--- src/rtl/alu_pkg.sv ---
// alu_pkg: ALU op codes and execute-stage state encoding shared by the exec stage
// and its multiplier.
package alu_pkg;

  localparam int unsigned ALU_CTRL_W = 3;

  localparam logic [ALU_CTRL_W-1:0] ALU_ADD = 3'b000;
  localparam logic [ALU_CTRL_W-1:0] ALU_SUB = 3'b001;
  localparam logic [ALU_CTRL_W-1:0] ALU_AND = 3'b010;
  localparam logic [ALU_CTRL_W-1:0] ALU_OR  = 3'b011;
  localparam logic [ALU_CTRL_W-1:0] ALU_MUL = 3'b100;

  typedef enum logic {
    IDLE = 1'b0,
    BUSY = 1'b1
  } exec_state_t;

endpackage

--- src/rtl/alu_iter_mul.sv ---
// alu_iter_mul: shift-add unsigned multiplier. It runs for exactly XLEN cycles after
// i_start and then pulses o_done for one cycle. o_prod holds the low XLEN bits.
module alu_iter_mul #(
  parameter int unsigned XLEN = 32
) (
  input  logic            clk,
  input  logic            rst_n,
  input  logic            i_start,
  input  logic            i_abort,
  input  logic [XLEN-1:0] i_a,
  input  logic [XLEN-1:0] i_b,
  output logic            o_done,
  output logic [XLEN-1:0] o_prod
);

  localparam int unsigned CNT_W = $clog2(XLEN);

  logic [XLEN-1:0]  r_acc;
  logic [XLEN-1:0]  r_mcand;
  logic [XLEN-1:0]  r_mplier;
  logic [CNT_W-1:0] r_cnt;
  logic             r_run;
  logic             r_done;

  // One multiplier bit per cycle, with no early-out on a zero multiplier.
  always_ff @(posedge clk) begin
    if (!rst_n) begin
      r_acc    <= '0;
      r_mcand  <= '0;
      r_mplier <= '0;
      r_cnt    <= '0;
      r_run    <= 1'b0;
      r_done   <= 1'b0;
    end else if (i_abort) begin
      r_run  <= 1'b0;
      r_done <= 1'b0;
    end else if (i_start) begin
      r_acc    <= '0;
      r_mcand  <= i_a;
      r_mplier <= i_b;
      r_cnt    <= CNT_W'(XLEN - 1);
      r_run    <= 1'b1;
      r_done   <= 1'b0;
    end else if (r_run) begin
      if (r_mplier[0]) begin
        r_acc <= r_acc + r_mcand;
      end
      r_mcand  <= r_mcand << 1;
      r_mplier <= r_mplier >> 1;
      r_cnt    <= r_cnt - CNT_W'(1);
      if (r_cnt == '0) begin
        r_run  <= 1'b0;
        r_done <= 1'b1;
      end
    end else begin
      r_done <= 1'b0;
    end
  end

  assign o_done = r_done;
  assign o_prod = r_acc;

endmodule

--- src/rtl/alu_exec_stage.sv ---
// alu_exec_stage: execute stage with a registered result and valid/ready handshakes.
// Define ALU_EXEC_MUL_EN to make code 100 an iterative multiply. Without it, code 100 is an ADD.
module alu_exec_stage
  import alu_pkg::*;
#(
  parameter int unsigned XLEN   = 32,
  parameter int unsigned REG_AW = 5
) (
  input  logic              clk,
  input  logic              rst_n,
  input  logic              in_valid,
  output logic              in_ready,
  input  logic [2:0]        alu_ctrl,
  input  logic [XLEN-1:0]   op_a,
  input  logic [XLEN-1:0]   op_b,
  input  logic [REG_AW-1:0] rd_in,
  input  logic              flush,
  output logic              out_valid,
  input  logic              out_ready,
  output logic [XLEN-1:0]   result,
  output logic              zero,
  output logic [REG_AW-1:0] rd_out
);

  exec_state_t       r_state;
  exec_state_t       w_state_nxt;
  logic              r_out_valid;
  logic [XLEN-1:0]   r_result;
  logic              r_zero;
  logic [REG_AW-1:0] r_rd;
  logic [XLEN-1:0]   w_alu_res;
  logic              w_accept;
  logic              w_complete;
  logic              w_is_mul;
  logic              w_mul_done;

  assign in_ready   = rst_n && (r_state == IDLE) && (!r_out_valid || out_ready) && !flush;
  assign w_accept   = in_valid && in_ready;
  assign w_complete = r_out_valid && out_ready;

`ifdef ALU_EXEC_MUL_EN
  logic              w_start_mul;
  logic [XLEN-1:0]   w_mul_prod;
  logic [REG_AW-1:0] r_mul_rd;

  assign w_is_mul    = (alu_ctrl == ALU_MUL);
  assign w_start_mul = w_accept && w_is_mul;

  alu_iter_mul #(
    .XLEN (XLEN)
  ) u_mul (
    .clk     (clk),
    .rst_n   (rst_n),
    .i_start (w_start_mul),
    .i_abort (flush),
    .i_a     (op_a),
    .i_b     (op_b),
    .o_done  (w_mul_done),
    .o_prod  (w_mul_prod)
  );

  // The multiply's destination register must outlive the accept cycle.
  always_ff @(posedge clk) begin
    if (!rst_n) begin
      r_mul_rd <= '0;
    end else if (w_start_mul) begin
      r_mul_rd <= rd_in;
    end
  end
`else
  assign w_is_mul   = 1'b0;
  assign w_mul_done = 1'b0;
`endif

  // Single-cycle datapath. Reserved codes fall back to ADD.
  always_comb begin
    w_alu_res = op_a + op_b;
    case (alu_ctrl)
      ALU_ADD: w_alu_res = op_a + op_b;
      ALU_SUB: w_alu_res = op_a - op_b;
      ALU_AND: w_alu_res = op_a & op_b;
      ALU_OR:  w_alu_res = op_a | op_b;
      default: w_alu_res = op_a + op_b;
    endcase
  end

  always_ff @(posedge clk) begin
    if (!rst_n) begin
      r_state <= IDLE;
    end else begin
      r_state <= w_state_nxt;
    end
  end

  always_comb begin
    w_state_nxt = r_state;
    case (r_state)
      IDLE: if (w_accept && w_is_mul) w_state_nxt = BUSY;
      BUSY: if (flush || w_mul_done) w_state_nxt = IDLE;
      default: w_state_nxt = IDLE;
    endcase
  end

  // Output register. Flush wins; zero is derived from the value being loaded.
  always_ff @(posedge clk) begin
    if (!rst_n) begin
      r_out_valid <= 1'b0;
      r_result    <= '0;
      r_zero      <= 1'b0;
      r_rd        <= '0;
    end else if (flush) begin
      r_out_valid <= 1'b0;
    end else if (w_accept && !w_is_mul) begin
      r_out_valid <= 1'b1;
      r_result    <= w_alu_res;
      r_zero      <= (w_alu_res == '0);
      r_rd        <= rd_in;
`ifdef ALU_EXEC_MUL_EN
    end else if ((r_state == BUSY) && w_mul_done) begin
      r_out_valid <= 1'b1;
      r_result    <= w_mul_prod;
      r_zero      <= (w_mul_prod == '0);
      r_rd        <= r_mul_rd;
`endif
    end else if (w_complete) begin
      r_out_valid <= 1'b0;
    end
  end

  assign out_valid = r_out_valid;
  assign result    = r_result;
  assign zero      = r_zero;
  assign rd_out    = r_rd;

endmodule

--- config.mk ---
export PLATFORM = sky130hd
export DESIGN_NAME = alu_exec_stage
export DESIGN_NICKNAME = d
export VERILOG_FILES = /design/src/rtl/alu_pkg.sv /design/src/rtl/alu_iter_mul.sv /design/src/rtl/alu_exec_stage.sv
export SDC_FILE = /design/constraint.sdc
export NUM_CORES = 1
export LEC_CHECK = 0
export ABC_AREA = 0
export CORE_UTILIZATION = 55
export CTS_CLUSTER_DIAMETER = 40
export DETAILED_ROUTE_END_ITERATION = 10
export DONT_BUFFER_PORTS = 1
export GPL_TIMING_DRIVEN = 0
export PLACE_DENSITY = 0.77
export SETUP_SLACK_MARGIN = 0.02
export SLEW_MARGIN = 10
export SYNTH_ARGS = -nofsm -noshare
export SYNTH_HDL_FRONTEND = slang
export SYNTH_SLANG_ARGS = --single-unit
--- constraint.sdc ---
create_clock -name clk -period 7.5 [get_ports clk]
set_input_delay 1.125 -clock clk [delete_from_list [all_inputs] [get_ports clk]]
set_output_delay 1.125 -clock clk [all_outputs]
set_load 0.01 [all_outputs]
# After elaboration in Yosys (flattened, before gate mapping)
# Cells that the tools add are included.
# op_classes
add_sub_neg	2
mul	0
div_mod_pow	0
magnitude_cmp	0
eq_ne	3
n_shift	0
muxes	5
n_bitwise	5
reduce_logical	12
# ops
operator	count
$pmux W32 S3	1
$add A32 B32 Y32	1
$and A32 B32 Y32	1
$logic_not A32 Y1	1
$or A32 B32 Y32	1
$sub A32 B32 Y32	1
$eq A3 B2 Y1 const B	2
$logic_and A1 B1 Y1	5
$eq A3 B1 Y1 const B	1
$mux W1	3
$not A1 Y1	3
$logic_not A1 Y1	2
$pmux W1 S2	1
$reduce_and A2 Y1	1
$reduce_bool A2 Y1	1
$reduce_or A2 Y1	1
$logic_or A1 B1 Y1	1
# totals
reg_bits	40
latchBits	0
ramBits	0
rom_bits	0
in_bits	77
output_inout_bits	40
word_cells	32
mem_count	0

# Logic depth before layout (Yosys ltp)
# depth
ltp_word	6
ltp_mapped	20
ltp_nobuf	19

# Worst setup path before layout
# No wires, ideal clock.
# synth_path
path_kind	input-to-reg
from	input port alu_ctrl[0]
to	register r_zero, in the netlist zero
setup_ns	0.059
t_arrival_ns	5.876
required_time_ns	7.441
path_slack_ns	1.565
cell_stages	20
n_path_buf	5
path_cell_list	clkbuf_1 -> clkbuf_1 -> clkbuf_1 -> clkbuf_1 -> nor3b_1 -> clkbuf_1 -> nor2_1 -> xnor2_1 -> ha_1 -> nand2b_1 -> a211o_1 -> and3b_1 -> o31ai_1 -> a221oi_2 -> xor2_1 -> o21ai_1 -> or4_1 -> or4_1 -> nor4_1 -> a31o_1
# synth_between
elab_chain_cells	3
elab_cells_between_ends	5
cone_classes	eq/ne: 3; mux: 1; reduce/logical: 1
# synth_lines
element	line	source
start, declared	alu_exec_stage.sv:13	input logic [2:0] alu_ctrl,
$eq A3 B2 Y1 or $eq A3 B1 Y1 (tied branches)	alu_exec_stage.sv:78	case (alu_ctrl)
$pmux W32 S3 (*)	alu_exec_stage.sv:78	
$logic_not A32 Y1 (*)	alu_exec_stage.sv:116	r_zero <= (w_alu_res == '0);
end signal, assigned	alu_exec_stage.sv:116	
end, declared	alu_exec_stage.sv:29	logic r_zero;
# Mark *: on every way between the ends. The rest lies on a longest branch, timed or not.
# A chain may end at the register's enable or synchronous reset.

# Worst setup path in the final report
# Ends and elaborated chain as after synthesis.

==> run metrics <==
status=completed; detailed-route wire length=14700 um; post-synthesis async set-or-reset flop share=0%; WL met3=1150 um; Max Cap Viol=0; Worst Min Path Start=r_state; Tcrit/Tclk final=93.9%; Final Skew=0.0111 ns; Power Total=0.777 mW; R2R setup slack=4.33 ns; Die Width=93.2 um; first-pass detailed-route iteration total=5; crit path kind=in2reg; Initial Util=58.0%; FMAX=142 MHz; placed cell count=736; Antenna diodes=0; vias=4882; initial drt markers=246; placed cell area=4710 um^2; Avg WL per Cell=19.7 um; Reg power frac=30.4%; Skew-Pair Late Insertion Delay=0.30 ns; met1 wire length=5900 um; CP cell instances=clkbuf_1 > clkbuf_2 > or3b_2 > clkbuf_1 > clkbuf_1 > nand2_1 > o21ai_0 > fa_1 > nand2b_1 > a21oi_1 > o21ai_0 > a2111oi_0 > o21ai_0 > o31a_1 > xnor2_1 > mux2i_1 > nand4_2 > nor4_1 > a31o_1; Post-Syn Area per Cell=7.22 um^2; Mapped Area=4580 um^2; Max VDD drop=0.0862 mV; Post-Place Setup Slack=-0.234 ns; DRC=0; Rows=32; Nets=753; library cells used by synthesis=59; worst setup margin=0.457 ns; Setup Viol. Count Final=0; Root Buffer=clkbuf_8; Post-Syn Instances=634; final instance area=4840 um^2; total CTS buffers=5; family with the most delay on the worst path=compound AO/OA/AOI/OAI gates; slowest CP cell=a2111oi_0; startpoint types=input pin; Clock transition at path regs=0.08 ns; Slew Viols, Final=0; hold endpoint=r_state; clk sinks=40; GRT Util Overall=33.1%; Placer Congestion=0.956; CP Capture Type=register; CTS tree=done; final design utilization=61.3%; NetSw=0.307 mW; die area=8690 um^2; slowest stage delay, CP=0.89 ns; global-route wire length before repair=22600 um; synth warn=0; RR Endpoint=zero; Area Overhead vs Synth=5.63%; ys flop type=dfxtp_1; Power per Cell Area=161 nW/um^2; type of the tightest min-delay check=reg2reg; worst reg2reg path startpoint=out_valid; Slew headroom=28.9%; actual slew at the worst max-slew pin=1.06 ns; final hold vios=0; WHS=0.447 ns; Syn Nets=746; Final Non-Filler Cells=744; Lkg Pwr=2.04 nW; Crit path depth=19; sw frac=39.5%; IO buf count=0; Combinational Power Share=45.7%; number of global-route vias before repair=4673; largest net degree at the start of global routing=14; H-Tree Depth=2; antenna violations before repair=0; Seq/Total Area, Yosys=17.5%; TNS Setup=0 ns; crit path max fanout=10; CP arrival=7.28 ns; post-CTS setup buffer count=0; worst endpoint required time=7.74 ns; Layout fillers=742; Core Box Area=7890 um^2; DP HPWL=11800 um; buffers plus inverters on the worst setup path=4; CTS max path bufs=2; Yosys reg bits=40; min cycle time layout=7.04 ns; hold path depth=2; share of cells above drive strength 1=4.67%; vias per inst=6.56; Post-synth EDFFs=0; Clk pwr share=23.9%; RSZ-0062 raised after global routing=no; top sig layer=met4; num ports=117; Routed Antenna Nets=0; Die Span Y=93.2 um; wire length on met2=7020 um; R2R depth=11; Internal=0.470 mW; total gr overflow=0
==> cells in the final DEF, fill, tap and decap left out, types with 15 or more instances in the layout <==
cell,Yosys,layout
clkbuf_1,19,16
o211a_1,19,19
a21oi_1,67,67
dfxtp_1,40,40
ha_1,34,34
nand2_1,90,90
nor3_1,16,16
nor2_1,45,45
inv_1,15,15
xor2_1,30,30
xnor2_1,25,25
maj3_1,17,17
o21ai_0,52,52
==> worst max-delay path by stage <==
stage	startpoint	to	slack [ns]
final	alu_ctrl[0]	zero	0.46
after CTS	alu_ctrl[0]	zero	0.07
after detailed placement	alu_ctrl[0]	zero	-0.23
after floorplan	alu_ctrl[0]	zero	1.57
after global routing	alu_ctrl[0]	zero	0.15
after global placement	alu_ctrl[0]	zero	-0.17
==> routing by layer <==
layer	GRT usage, %	up-vias
met3	6.59	38
met1	38.6	2299
met2	58.3	213
met5	0	-
met4	14.6	0
li1	-	2332
==> cells in the mapped netlist (9+ instances only) <==
library cell  instances  share of area [%]
nand2_1              90                7.4
a21oi_1              67                7.3
o21ai_0              52                5.7
nor2_1               45                3.7
dfxtp_1              40                 17
ha_1                 34                9.3
xor2_1               30                5.7
xnor2_1              25                4.8
clkbuf_1             19                1.6
o211a_1              19                4.2
maj3_1               17                3.7
nor3_1               16                1.7
inv_1                15                1.2
a211oi_1             11                1.8
a21o_1               11                1.8
nand3_1              11                1.2
nor3b_1              11                1.8
o31ai_1               9                1.5
==> registers in the layout, summed over array words and instances, names as in the netlist <==
name	cells
out_valid	1
r_state	1
rd_out	5
result	32
zero	1
==> cell type report <==
cell class / instances / area, um^2 / area share [%]
flip-flops and latches: 40 / 801 / 16.6
well taps: 102 / 128 / 2.64
multi-input cells: 550 / 3610 / 74.7
plain buffers: 29 / 119 / 2.46
clock buffers: 6 / 82.6 / 1.71
inverters: 15 / 56.3 / 1.16
clock inverters: 2 / 38.8 / 0.802
==> kinds of logic (layout without fill, tap and decap cells) <==
kind of cell             Yosys count  in the layout  share of synthesized area (%)
AO/OA/AOI/OAI                    213            213                           30.0
flip-flops                        40             40                           17.5
XOR/XNOR                          55             55                           10.5
AND/OR/NAND/NOR                  228            228                           24.3
multiplexers                       2              2                          0.437
buffers and inverters             44             52                           3.74
adder cells (fa/ha/maj)           52             52                           13.4
==> repair_timing <==
| action | CTS | global route |
|---|---|---|
| resized for setup | 0 | 7 |
| endpoints found under the setup margin | 0 | 2 |
| hold buffers | 0 | 0 |
==> power by group through the flow <==
stage | Combinational [mW] | Sequential (mW) | Clock (mW)
6_report | 0.356 | 0.236 | 0.186
5_1_grt | 0.389 | 0.237 | 0.194
4_1_cts | 0.347 | 0.236 | 0.188
3_5_place_dp | 0.345 | 0.241 | 0
3_3_place_gp | 0.338 | 0.241 | 0
2_1_floorplan | 0.270 | 0.238 | 0
==> worst min-delay path, delay by kind of cell, from the launching register on <==
| family | cells | cell delay (ns) |
|---|---|---|
| DFF | 1 | 0.32 |
| buffers and inverters | 1 | 0.05 |
| and+or+nand+nor | 1 | 0.04 |
(Power assumes the default switching activity.)
